File: src/rtl/btn_ev_pkg.sv
// rtl/btn_ev_pkg.sv - shared channel state encoding and event codes for the button front end
package btn_ev_pkg;

  typedef enum logic [2:0] {
    RELEASED,
    PRESS_DB,
    HELD,
    LONG,
    REL_DB
  } chan_state_t;

  localparam logic [1:0] EV_PRESS   = 2'b01;
  localparam logic [1:0] EV_RELEASE = 2'b10;
  localparam logic [1:0] EV_LONG    = 2'b11;

  // bit positions inside a channel's 3-bit pending vector
  localparam int PB_PRESS = 0;
  localparam int PB_LONG  = 1;
  localparam int PB_REL   = 2;

endpackage

File: src/rtl/btn_chan_fsm.sv
// rtl/btn_chan_fsm.sv - one button channel: 2-FF sync, tick-sampled debounce and press/release/long classification
module btn_chan_fsm
  import btn_ev_pkg::*;
#(
  parameter int STABLE_TICKS = 10,
  parameter int LONG_TICKS   = 1000
) (
  input  logic clk,
  input  logic reset,
  input  logic tick,
  input  logic btn_raw,
  output logic level,
  output logic ev_press,
  output logic ev_release,
  output logic ev_long
);

  localparam int CNT_W = (LONG_TICKS > 1) ? $clog2(LONG_TICKS) : 1;
  localparam logic [CNT_W-1:0] STB_LAST  = CNT_W'(STABLE_TICKS - 1);
  localparam logic [CNT_W-1:0] LONG_LAST = CNT_W'(LONG_TICKS - 1);

  chan_state_t      state_q, state_d;
  logic [CNT_W-1:0] cnt_q, cnt_d;
  logic             level_q, level_d;
  logic             long_done_q, long_done_d;
  logic             sync1_q, sync2_q;
  logic             s;

  assign s     = sync2_q;
  assign level = level_q;

  always_ff @(posedge clk) begin
    if (reset) begin
      state_q     <= RELEASED;
      cnt_q       <= '0;
      level_q     <= 1'b0;
      long_done_q <= 1'b0;
      sync1_q     <= 1'b0;
      sync2_q     <= 1'b0;
    end else begin
      state_q     <= state_d;
      cnt_q       <= cnt_d;
      level_q     <= level_d;
      long_done_q <= long_done_d;
      sync1_q     <= btn_raw;
      sync2_q     <= sync1_q;
    end
  end

  // strobes are combinational on the tick cycle so the top can latch them into pending at the same edge
  always_comb begin
    state_d     = state_q;
    cnt_d       = cnt_q;
    level_d     = level_q;
    long_done_d = long_done_q;
    ev_press    = 1'b0;
    ev_release  = 1'b0;
    ev_long     = 1'b0;
    if (tick) begin
      unique case (state_q)
        RELEASED: begin
          if (s) begin
            state_d = PRESS_DB;
            cnt_d   = CNT_W'(1);
          end
        end
        PRESS_DB: begin
          if (!s) begin
            state_d = RELEASED;
            cnt_d   = '0;
          end else if (cnt_q == STB_LAST) begin
            state_d  = HELD;
            cnt_d    = '0;
            level_d  = 1'b1;
            ev_press = 1'b1;
          end else begin
            cnt_d = cnt_q + CNT_W'(1);
          end
        end
        HELD: begin
          if (!s) begin
            state_d = REL_DB;
            cnt_d   = CNT_W'(1);
          end else if (cnt_q == LONG_LAST) begin
            state_d     = LONG;
            long_done_d = 1'b1;
            ev_long     = 1'b1;
          end else begin
            cnt_d = cnt_q + CNT_W'(1);
          end
        end
        LONG: begin
          if (!s) begin
            state_d = REL_DB;
            cnt_d   = CNT_W'(1);
          end
        end
        REL_DB: begin
          if (s) begin
            // a bounce back restarts the long timer but never re-arms LONG
            state_d = long_done_q ? LONG : HELD;
            cnt_d   = '0;
          end else if (cnt_q == STB_LAST) begin
            state_d     = RELEASED;
            cnt_d       = '0;
            level_d     = 1'b0;
            long_done_d = 1'b0;
            ev_release  = 1'b1;
          end else begin
            cnt_d = cnt_q + CNT_W'(1);
          end
        end
        default: begin
          state_d = RELEASED;
          cnt_d   = '0;
        end
      endcase
    end
  end

endmodule

File: src/rtl/btn_event_ctrl.sv
// rtl/btn_event_ctrl.sv - multi-button front end: tick prescaler, per-channel FSMs, pending/overflow, round-robin event port
module btn_event_ctrl
  import btn_ev_pkg::*;
#(
  parameter int N_BTN        = 4,
  parameter int TICK_DIV     = 100000,
  parameter int STABLE_TICKS = 10,
  parameter int LONG_TICKS   = 1000
) (
  input  logic                     clk,
  input  logic                     reset,
  input  logic [N_BTN-1:0]         btn_in,
  input  logic                     ev_ready,
  input  logic                     ovf_clr,
  output logic [N_BTN-1:0]         level,
  output logic                     ev_valid,
  output logic [$clog2(N_BTN)-1:0] ev_id,
  output logic [1:0]               ev_code,
  output logic [N_BTN-1:0]         overflow
);

  localparam int ID_W  = $clog2(N_BTN);
  localparam int PRE_W = (TICK_DIV > 1) ? $clog2(TICK_DIV) : 1;

  logic [PRE_W-1:0]       pre_q, pre_d;
  logic                   tick;
  logic [N_BTN-1:0]       str_press, str_long, str_rel;
  logic [N_BTN-1:0][2:0]  pend_q, pend_d;
  logic [N_BTN-1:0]       ovf_q, ovf_d;
  logic                   ev_valid_q, ev_valid_d;
  logic [ID_W-1:0]        ev_id_q, ev_id_d;
  logic [1:0]             ev_code_q, ev_code_d;
  logic [ID_W-1:0]        rr_q, rr_d;

  assign tick  = (pre_q == PRE_W'(TICK_DIV - 1));
  assign pre_d = tick ? '0 : pre_q + PRE_W'(1);

  for (genvar g = 0; g < N_BTN; g++) begin : g_chan
    btn_chan_fsm #(
      .STABLE_TICKS(STABLE_TICKS),
      .LONG_TICKS  (LONG_TICKS)
    ) u_chan (
      .clk       (clk),
      .reset     (reset),
      .tick      (tick),
      .btn_raw   (btn_in[g]),
      .level     (level[g]),
      .ev_press  (str_press[g]),
      .ev_release(str_rel[g]),
      .ev_long   (str_long[g])
    );
  end

  always_comb begin
    logic            found;
    logic [ID_W-1:0] idx;
    logic [2:0]      set_v;
    pend_d     = pend_q;
    ovf_d      = ovf_clr ? '0 : ovf_q;
    ev_valid_d = ev_valid_q;
    ev_id_d    = ev_id_q;
    ev_code_d  = ev_code_q;
    rr_d       = rr_q;
    found      = 1'b0;
    idx        = '0;
    set_v      = '0;
    if (!ev_valid_q || ev_ready) begin
      ev_valid_d = 1'b0;
      for (int k = 1; k <= N_BTN; k++) begin
        idx = ID_W'((int'(rr_q) + k) % N_BTN);
        if (!found && (pend_q[idx] != 3'b000)) begin
          found      = 1'b1;
          ev_valid_d = 1'b1;
          ev_id_d    = idx;
          rr_d       = idx;
          if (pend_q[idx][PB_PRESS]) begin
            ev_code_d              = EV_PRESS;
            pend_d[idx][PB_PRESS]  = 1'b0;
          end else if (pend_q[idx][PB_LONG]) begin
            ev_code_d              = EV_LONG;
            pend_d[idx][PB_LONG]   = 1'b0;
          end else begin
            ev_code_d              = EV_RELEASE;
            pend_d[idx][PB_REL]    = 1'b0;
          end
        end
      end
    end
    // pend_d already has this cycle's grant removed, so grant+set of one bit is not an overflow
    for (int i = 0; i < N_BTN; i++) begin
      set_v     = {str_rel[i], str_long[i], str_press[i]};
      if ((set_v & pend_d[i]) != 3'b000) ovf_d[i] = 1'b1;
      pend_d[i] = pend_d[i] | set_v;
    end
  end

  always_ff @(posedge clk) begin
    if (reset) begin
      pre_q      <= '0;
      pend_q     <= '0;
      ovf_q      <= '0;
      ev_valid_q <= 1'b0;
      ev_id_q    <= '0;
      ev_code_q  <= 2'b00;
      rr_q       <= '0;
    end else begin
      pre_q      <= pre_d;
      pend_q     <= pend_d;
      ovf_q      <= ovf_d;
      ev_valid_q <= ev_valid_d;
      ev_id_q    <= ev_id_d;
      ev_code_q  <= ev_code_d;
      rr_q       <= rr_d;
    end
  end

  assign ev_valid = ev_valid_q;
  assign ev_id    = ev_id_q;
  assign ev_code  = ev_code_q;
  assign overflow = ovf_q;

endmodule
File: config.mk
export PLATFORM = sky130hd
export DESIGN_NAME = btn_event_ctrl
export DESIGN_NICKNAME = d
export VERILOG_FILES = /design/src/rtl/btn_ev_pkg.sv /design/src/rtl/btn_chan_fsm.sv /design/src/rtl/btn_event_ctrl.sv
export SDC_FILE = /design/constraint.sdc
export NUM_CORES = 1
export LEC_CHECK = 0
export ABC_AREA = 1
export BUFFER_PORTS_ARGS = -buffer_cell sky130_fd_sc_hd__buf_2
export CAP_MARGIN = 40
export CELL_PAD_IN_SITES_DETAIL_PLACEMENT = 1
export CELL_PAD_IN_SITES_GLOBAL_PLACEMENT = 1
export CORE_ASPECT_RATIO = 1.2
export CORE_UTILIZATION = 43
export CTS_BUF_LIST = sky130_fd_sc_hd__clkbuf_4 sky130_fd_sc_hd__clkbuf_8
export DETAILED_ROUTE_END_ITERATION = 8
export PLACE_DENSITY_LB_ADDON = 0.1
export SYNTH_ARGS = -nofsm -noshare
export SYNTH_HDL_FRONTEND = slang
export SYNTH_SLANG_ARGS = --single-unit
File: constraint.sdc
create_clock -name clk -period 3.4 [get_ports clk]
set_clock_uncertainty 0.15 [all_clocks]
set_input_delay 0.68 -clock clk [delete_from_list [all_inputs] [get_ports clk]]
set_output_delay 0.68 -clock clk [all_outputs]
set_load 0.01 [all_outputs]
==> flow_summary.json, run 1 <==
{
  "die_y_um": 141,
  "timing.final.hold_violations": 0,
  "synth_top_family_by_area": "simple AND/OR/NAND/NOR gates",
  "syn_inst": 1084,
  "p_clk_share_pct": 23.7,
  "pwr-share-comb_pct": 40.8,
  "irDropWorstVdd_mv": 0.201,
  "worst_pin_slew_ns": 0.648,
  "port_buffers": 20,
  "syn_nets": 1109,
  "drive_gt1_share_pct": 7.77,
  "synthXorXnorAreaFrac_pct": 1.27,
  "drv_cap": 0,
  "cts.repair.resized": 0,
  "rrSetupSlack_ns": 0.56,
  "drt-total-wl_um": 20700,
  "cts_max_path_buffers": 2,
  "r2r_end": "overflow[2]",
  "core_area_um2": 15600,
  "htreeDepth": 3,
  "first_global_vias": 7312,
  "critPathCaptureType": "flip-flop",
  "p_seq_share_pct": 35.5,
  "synth_flop_cell": "dfxtp_1",
  "drtAntennaViolNets": 0,
  "insertion_delay_ns": 0.39,
  "stdcell_area_um2": 7400,
  "finalSetupTns_ns": 0,
  "outcome": "finished, final reports clean",
  "ys_seq_area_share_pct": 30.8,
  "gp_congestion": 1.00,
  "muxShareOfSynthArea_pct": 0,
  "slew_violations": 0,
  "startpoint": "rr_q[1]",
  "syn_to_final_growth_pct": 7.52,
  "clk_pin_slew_ns": 0.11,
  "grt-busiest-layer": "met2",
  "antenna_found_initial": 0,
  "avgViaCountPerCell": 5.42,
  "drc": 0,
  "crit_path_frequent_cell": "nand2_1",
  "diodes": 0,
  "synth_cell_types": 47,
  "cp-endpoint": "overflow[2]",
  "grt_util_met3_pct": 3.40,
  "max_slew_margin_pct": 56.7,
  "max_freq_ghz": 0.352,
  "synth-adder-area-share_pct": 3.09,
  "syn_area_per_cell_um2": 6.35,
  "ys_ff_latch": 106,
  "period_share_pct": 83.5,
  "crit_path_top_delay_cell": "ha_1",
  "wire_per_inst_um": 15.7,
  "cts.sinks": 106,
  "p_switching_uw": 1590,
  "num_io_pins": 21,
  "numCtsBuffers": 9,
  "timing.rr.start": "rr_q[1]",
  "nNetsFinal": 1127,
  "synthSimpleGateAreaFrac_pct": 39.9,
  "die_width_um": 118,
  "p_sw_share_pct": 43.7,
  "worstRegToRegCells": 16,
  "cp-start-kind": "flip-flop",
  "initial_core_util_pct": 44.0,
  "use_met1_pct": 30.9,
  "clock_tree.root_cell": "clkbuf_8",
  "final_util_pct": 47.3,
  "intPower_uw": 2050,
  "path_max_fanout": 9,
  "mappedNetlistArea_um2": 6890,
  "hpwl_um": 16100,
  "postSynth.asyncResetShare_pct": 0,
  "tritoncts": "yes",
  "synth_edf_count": 0,
  "worstPathCellList": "clkinv_1, ha_1, inv_2, nand3_1, nand2_1, nand2_1, nor2_8, nand2_4, nor2_4, nand2_1, nand3_1, nand2_1, a21oi_1, nand3_1, nand2_1, inv_1",
  "dpl_cell_area_um2": 7190,
  "power_density_nw_per_um2": 492,
  "hold_buffers": 0,
  "core.rowCount": 50,
  "grt_util_met2_pct": 47.9,
  "ys_warn_count": 0,
  "cp.required_ns": 3.55,
  "grt_max_degree": 37,
  "rsz0062_at_grt": "false",
  "crit_arrival_ns": 2.99,
  "grt_usage_pct": 26.0,
  "final-setup-viol-count": 0,
  "min_period_ns": 2.84,
  "leakagePower_uw": 0.00299,
  "die_area_um2": 16500,
  "globalRouteOverflowTotal": 0,
  "fill_cells": 2187,
  "hold_class": "flip-flop to flip-flop",
  "drt_pass1_iterations": 5,
  "synth-compound-area-share_pct": 13.1,
  "drt_iter0_drc": 365,
  "dr_total_vias": 7124,
  "cts_setup_buffers": 0,
  "grt_pass1_wl_um": 35200,
  "worstSetupPathType": "flip-flop to flip-flop",
  "slowest_delay_ns": 0.39
}
==> routing by layer <==
metal	share of wire, %	routed length (µm)
met1	45	9240
met4	2.4	495
met3	2.9	599
met5	0	0
met2	50	10300
==> Yosys cell counts, types with 4 or more instances <==
library cell  number  share of area [%]
o211ai_1           4               0.44
nand2_2            7               0.64
nor4_1             5               0.45
nor3b_1            7               0.76
a21oi_1           59                4.3
nand3b_1           5               0.55
a221oi_1           4               0.51
ha_1              17                3.1
dfxtp_1          106                 31
nor2_1           150                8.2
xor2_1             7               0.89
buf_4              6               0.65
inv_2             10               0.55
a211oi_1          13                1.4
inv_1            172                9.4
o21ai_1            4               0.29
or2_2              5               0.45
clkbuf_1           7               0.38
nor3_1            64                4.7
o21ai_0           56                4.1
a31oi_1            4               0.36
nand4_1           39                3.5
nand2_1          203                 11
nand3_1           84                6.1
o31ai_1            4               0.44
==> area by class of cell <==
type / count / area [µm²] / share of cell area (%)
clock buffers: 12 / 159 / 2.15
inverters: 184 / 691 / 9.33
well taps: 208 / 260 / 3.52
multi-input cells: 773 / 3950 / 53.4
repair buffers: 28 / 160 / 2.16
flip-flops and latches: 106 / 2120 / 28.7
clock inverters: 4 / 58.8 / 0.794
==> layout by cell type, fill, tap and decap left out, types with 2 or more instances in the layout <==
| cell type | synthesis | layout |
|---|---|---|
| nand2_1 | 203 | 203 |
| nand3_2 | 2 | 2 |
| o21ai_0 | 56 | 56 |
| dfxtp_1 | 106 | 106 |
| o211ai_1 | 4 | 4 |
| nor2_1 | 150 | 150 |
| nor2_4 | 3 | 3 |
| ha_1 | 17 | 17 |
| clkinv_4 | 0 | 2 |
| a21boi_0 | 2 | 2 |
| a211oi_1 | 13 | 13 |
| o31ai_1 | 4 | 4 |
| clkbuf_8 | 0 | 11 |
| nor2_2 | 2 | 2 |
| nor3_1 | 64 | 64 |
| a21oi_1 | 59 | 59 |
| nand3b_1 | 5 | 5 |
| nand2_4 | 3 | 3 |
| clkinv_1 | 2 | 2 |
| or2_1 | 3 | 3 |
| a31oi_1 | 4 | 4 |
| nor3_2 | 2 | 2 |
| xor2_1 | 7 | 7 |
| nand4_1 | 39 | 39 |
| nor4_1 | 5 | 5 |
| o31ai_4 | 2 | 2 |
| nand2_2 | 7 | 7 |
| nor2_8 | 2 | 2 |
| nor3b_1 | 7 | 7 |
| xnor2_1 | 3 | 3 |
| a221oi_1 | 4 | 4 |
| or2_2 | 5 | 5 |
| o21ai_1 | 4 | 4 |
| inv_2 | 10 | 10 |
| buf_4 | 6 | 8 |
| nand3_1 | 84 | 84 |
| buf_2 | 3 | 20 |
| inv_1 | 172 | 172 |
==> worst min path at each step <==
stage,startpoint,endpoint,slack [ns],cells past startpoint
finish,g_chan[1].u_chan.sync1_q,g_chan[1].u_chan.s,0.26,2
global route,g_chan[3].u_chan.sync1_q,g_chan[3].u_chan.s,0.28,2
CTS,g_chan[1].u_chan.sync1_q,g_chan[1].u_chan.s,0.26,2
detailed placement,g_chan[1].u_chan.sync1_q,g_chan[1].u_chan.s,0.25,2
global placement,g_chan[1].u_chan.sync1_q,g_chan[1].u_chan.s,0.24,2
floorplan,g_chan[0].u_chan.sync1_q,g_chan[0].u_chan.s,0.24,2
==> registers in the layout, summed over array words and instances (netlist names), 4 cells and up <==
| register | flops |
|---|---|
| g_chan.u_chan.sync1_q | 4 |
| g_chan.u_chan.s | 4 |
| g_chan.u_chan.long_done_q | 4 |
| pre_q | 17 |
| overflow | 4 |
| g_chan.u_chan.level | 4 |
| pend_q | 12 |
| g_chan.u_chan.cnt_q | 40 |
| g_chan.u_chan.state_q | 12 |
==> critical path: cells and delay by family, from the launching register on <==
kind,cells,cell delay (ns)
adders and majority gates,1,0.39
DFF,1,0.36
buffers and inverters,3,0.27
and+or+nand+nor,11,1.41
AOI/OAI and AO/OA,1,0.15
==> power groups by stage <==
stage	Clock [µW]	Combinational [µW]	Sequential (µW)
finish	863	1490	1290
floorplan	0	1050	1340
global route	927	1600	1300
CTS	887	1450	1290
detailed placement	0	1440	1320
global placement	0	1450	1320
==> stage by stage <==
stage | instances | total power (µW) | setup slack [ns] | hold WS (ns)
after floorplan | 1084 | 2400 | 0.481 | 0.238
after global routing | 1315 | 3820 | 0.321 | 0.284
after global placement | 1299 | 2770 | 0.704 | 0.240
final | 1315 | 3650 | 0.561 | 0.265
after CTS | 1315 | 3630 | 0.594 | 0.264
after detailed placement | 1299 | 2770 | 0.616 | 0.247
==> cells by family after synthesis <==
logic type      Yosys count
flops                   106
compound gates          156
buf+inv                 205
simple gates            590
fa+ha+maj                17
xor+xnor                 10
Note: power is estimated with default switching activity, not from simulation.
==> inputs of run 2 (changes only) <==
CORE_UTILIZATION = 42   (was 43)
clock period = 2.52 ns   (was 3.4 ns; I/O delays follow)
==> run 2 against run 1 <==
Against the previous run: non-clock buffer count increased by 22; wire length increased by 0.97%; via count hardly changed; maximum frequency increased by 18%; sequential cell count stayed put; hold slack got worse by 0.12 ns; register-to-register slack worse by 0.44 ns; die area is 2.3% higher; critical endpoint is now rr_q[0]; largest cell class unchanged; largest power group unchanged.
==> flow_summary.json, run 2 (synthesis results as in run 1) <==
{
  "first_global_vias": 7194,
  "hpwl_um": 16300,
  "largest_reg_flops": 40,
  "clk_pin_slew_ns": 0.11,
  "drt_iter0_drc": 282,
  "final_util_pct": 48.6,
  "crit_buf_inv": 3,
  "multi_input_area_um2": 4030,
  "die_width_um": 119,
  "intPower_uw": 3070,
  "holdWs_ns": 0.142,
  "p_switching_uw": 2340,
  "outcome": "finished, final reports clean",
  "drv_cap": 0,
  "gp_congestion": 0.984,
  "p_clk_share_pct": 22.8,
  "dr_total_vias": 7121,
  "cp_top_family": "simple AND/OR/NAND/NOR gates",
  "timing.rr.start": "rr_q[1]",
  "worst_pin_slew_ns": 0.540,
  "tritoncts": "yes",
  "core_area_um2": 15800,
  "hold_buffers": 0,
  "nNetsFinal": 1151,
  "timing.final.hold_violations": 0,
  "diodes": 0,
  "globalRouteOverflowTotal": 0,
  "grt_pass1_wl_um": 34600,
  "holdCritStartpoint": "btn_in[1]",
  "core.rowCount": 50,
  "setup_slack_ns": 0.124,
  "antenna_found_initial": 0,
  "slew_violations": 0,
  "fill_cells": 2168,
  "initial_core_util_pct": 43.5,
  "p_sw_share_pct": 43.3,
  "power_density_nw_per_um2": 703,
  "clock_tree.root_cell": "clkbuf_8",
  "top_register": "g_chan.u_chan.cnt_q",
  "final_common_cell": "nand2_1",
  "die_y_um": 142,
  "syn_to_final_growth_pct": 11.6,
  "worstSetupPathType": "flip-flop to flip-flop",
  "slowest_delay_ns": 0.38,
  "cts_max_path_buffers": 2,
  "avgViaCountPerCell": 5.32,
  "path_max_fanout": 8,
  "max_freq_ghz": 0.417,
  "min_period_ns": 2.40,
  "htreeDepth": 3,
  "drt_pass1_iterations": 4,
  "dpl_worst_slack_ns": 0.0720,
  "drt-total-wl_um": 20900,
  "numCtsBuffers": 9,
  "final-setup-viol-count": 0,
  "cp-start-kind": "flip-flop",
  "die_area_um2": 16900,
  "critPathCaptureType": "flip-flop",
  "pwr-share-comb_pct": 44.7,
  "insertion_delay_ns": 0.40,
  "max_slew_margin_pct": 63.9,
  "startpoint": "rr_q[1]",
  "period_share_pct": 95.1,
  "wire_per_inst_um": 15.6,
  "crit_arrival_ns": 2.54,
  "port_buffers": 20,
  "drive_gt1_share_pct": 11.2,
  "regArea_um2": 2130,
  "largestRegisters": "g_chan.u_chan.cnt_q: 40 flops, pre_q: 17 flops",
  "drc": 0,
  "worstPathCellList": "clkinv_4, ha_4, inv_4, nand3_1, nand2_2, nand2_4, nor2_8, nand2_4, nor2_8, inv_1, nand2_1, or2_2, o21ai_0, a21oi_1",
  "grt_max_degree": 32,
  "irDropWorstVdd_mv": 0.318,
  "hold_class": "primary input to flip-flop",
  "drtAntennaViolNets": 0,
  "p_seq_share_pct": 32.5,
  "crit_path_top_delay_cell": "dfxtp_4",
  "leakagePower_uw": 0.00313,
  "num_io_pins": 21,
  "cp.required_ns": 2.67,
  "final_cell_mix": "nand2_1, inv_1, nor2_1",
  "cts.sinks": 106,
  "finalSetupTns_ns": 0,
  "grt_usage_pct": 25.5
}
==> run 2: cell types whose count changed in the layout (fill, tap and decap cells not counted), moves of 4 or more <==
cell     delta
nor2_2      +4
inv_4       +4
buf_4      +22
inv_2       -4
nand2_1     -4
==> run 2: tightest hold or removal path, cell delays in order <==
cell    delay [ns]
buf_2         0.09
inv_1         0.04
nor2_1        0.03
==> run 2: timing repair <==
action,4_1_cts,5_1_grt
setup buffers,0,6
endpoints found under the hold margin,0,0
gates resized for setup,0,15
setup endpoints to repair,0,28
==> run 2: worst paths after layout <==
| kind | end | slack, ns | cells after the start |
|---|---|---|---|
| worst max-delay path | rr_q[0] | 0.12 | 14 |
| worst min-delay path | g_chan[1].u_chan.sync1_q | 0.14 | 3 |
| worst max register to register | rr_q[0] | 0.12 | 14 |
| worst min register to register | g_chan[1].u_chan.s | 0.26 | 2 |
==> run 2: routing by layer <==
layer	track usage, %	wire length [µm]
met1	30.9	9320
met2	45.3	10300
met3	3.33	638
met4	10.9	648
met5	0	0
==> run 2: power by group through the flow <==
stage	Clock (µW)	Combinational, µW	Sequential [µW]
finish	1230	2410	1760
global route	1340	2610	1760
CTS	1280	2120	1760
detailed placement	0	2110	1790
floorplan	0	1510	1820
global placement	0	2110	1800
==> run 2: cell type report <==
cell class                      count  share of cell area [%]
Inverter                          184                    9.18
Multi-Input combinational cell    775                    52.5
Sequential cell                   106                    27.7
Clock inverter                      7                    1.38
Clock buffer                        9                    1.61
Timing Repair Buffer               50                    4.23
Tap cell                          208                    3.39
==> run 2: per-stage QoR <==
stage | std cells | power [µW] | cell area (µm²)
6_report | 1339 | 5400 | 7690
5_1_grt | 1339 | 5710 | 7690
4_1_cts | 1331 | 5150 | 7570
3_5_place_dp | 1315 | 3900 | 7340
3_3_place_gp | 1315 | 3910 | 7340
2_1_floorplan | 1084 | 3330 | 6930
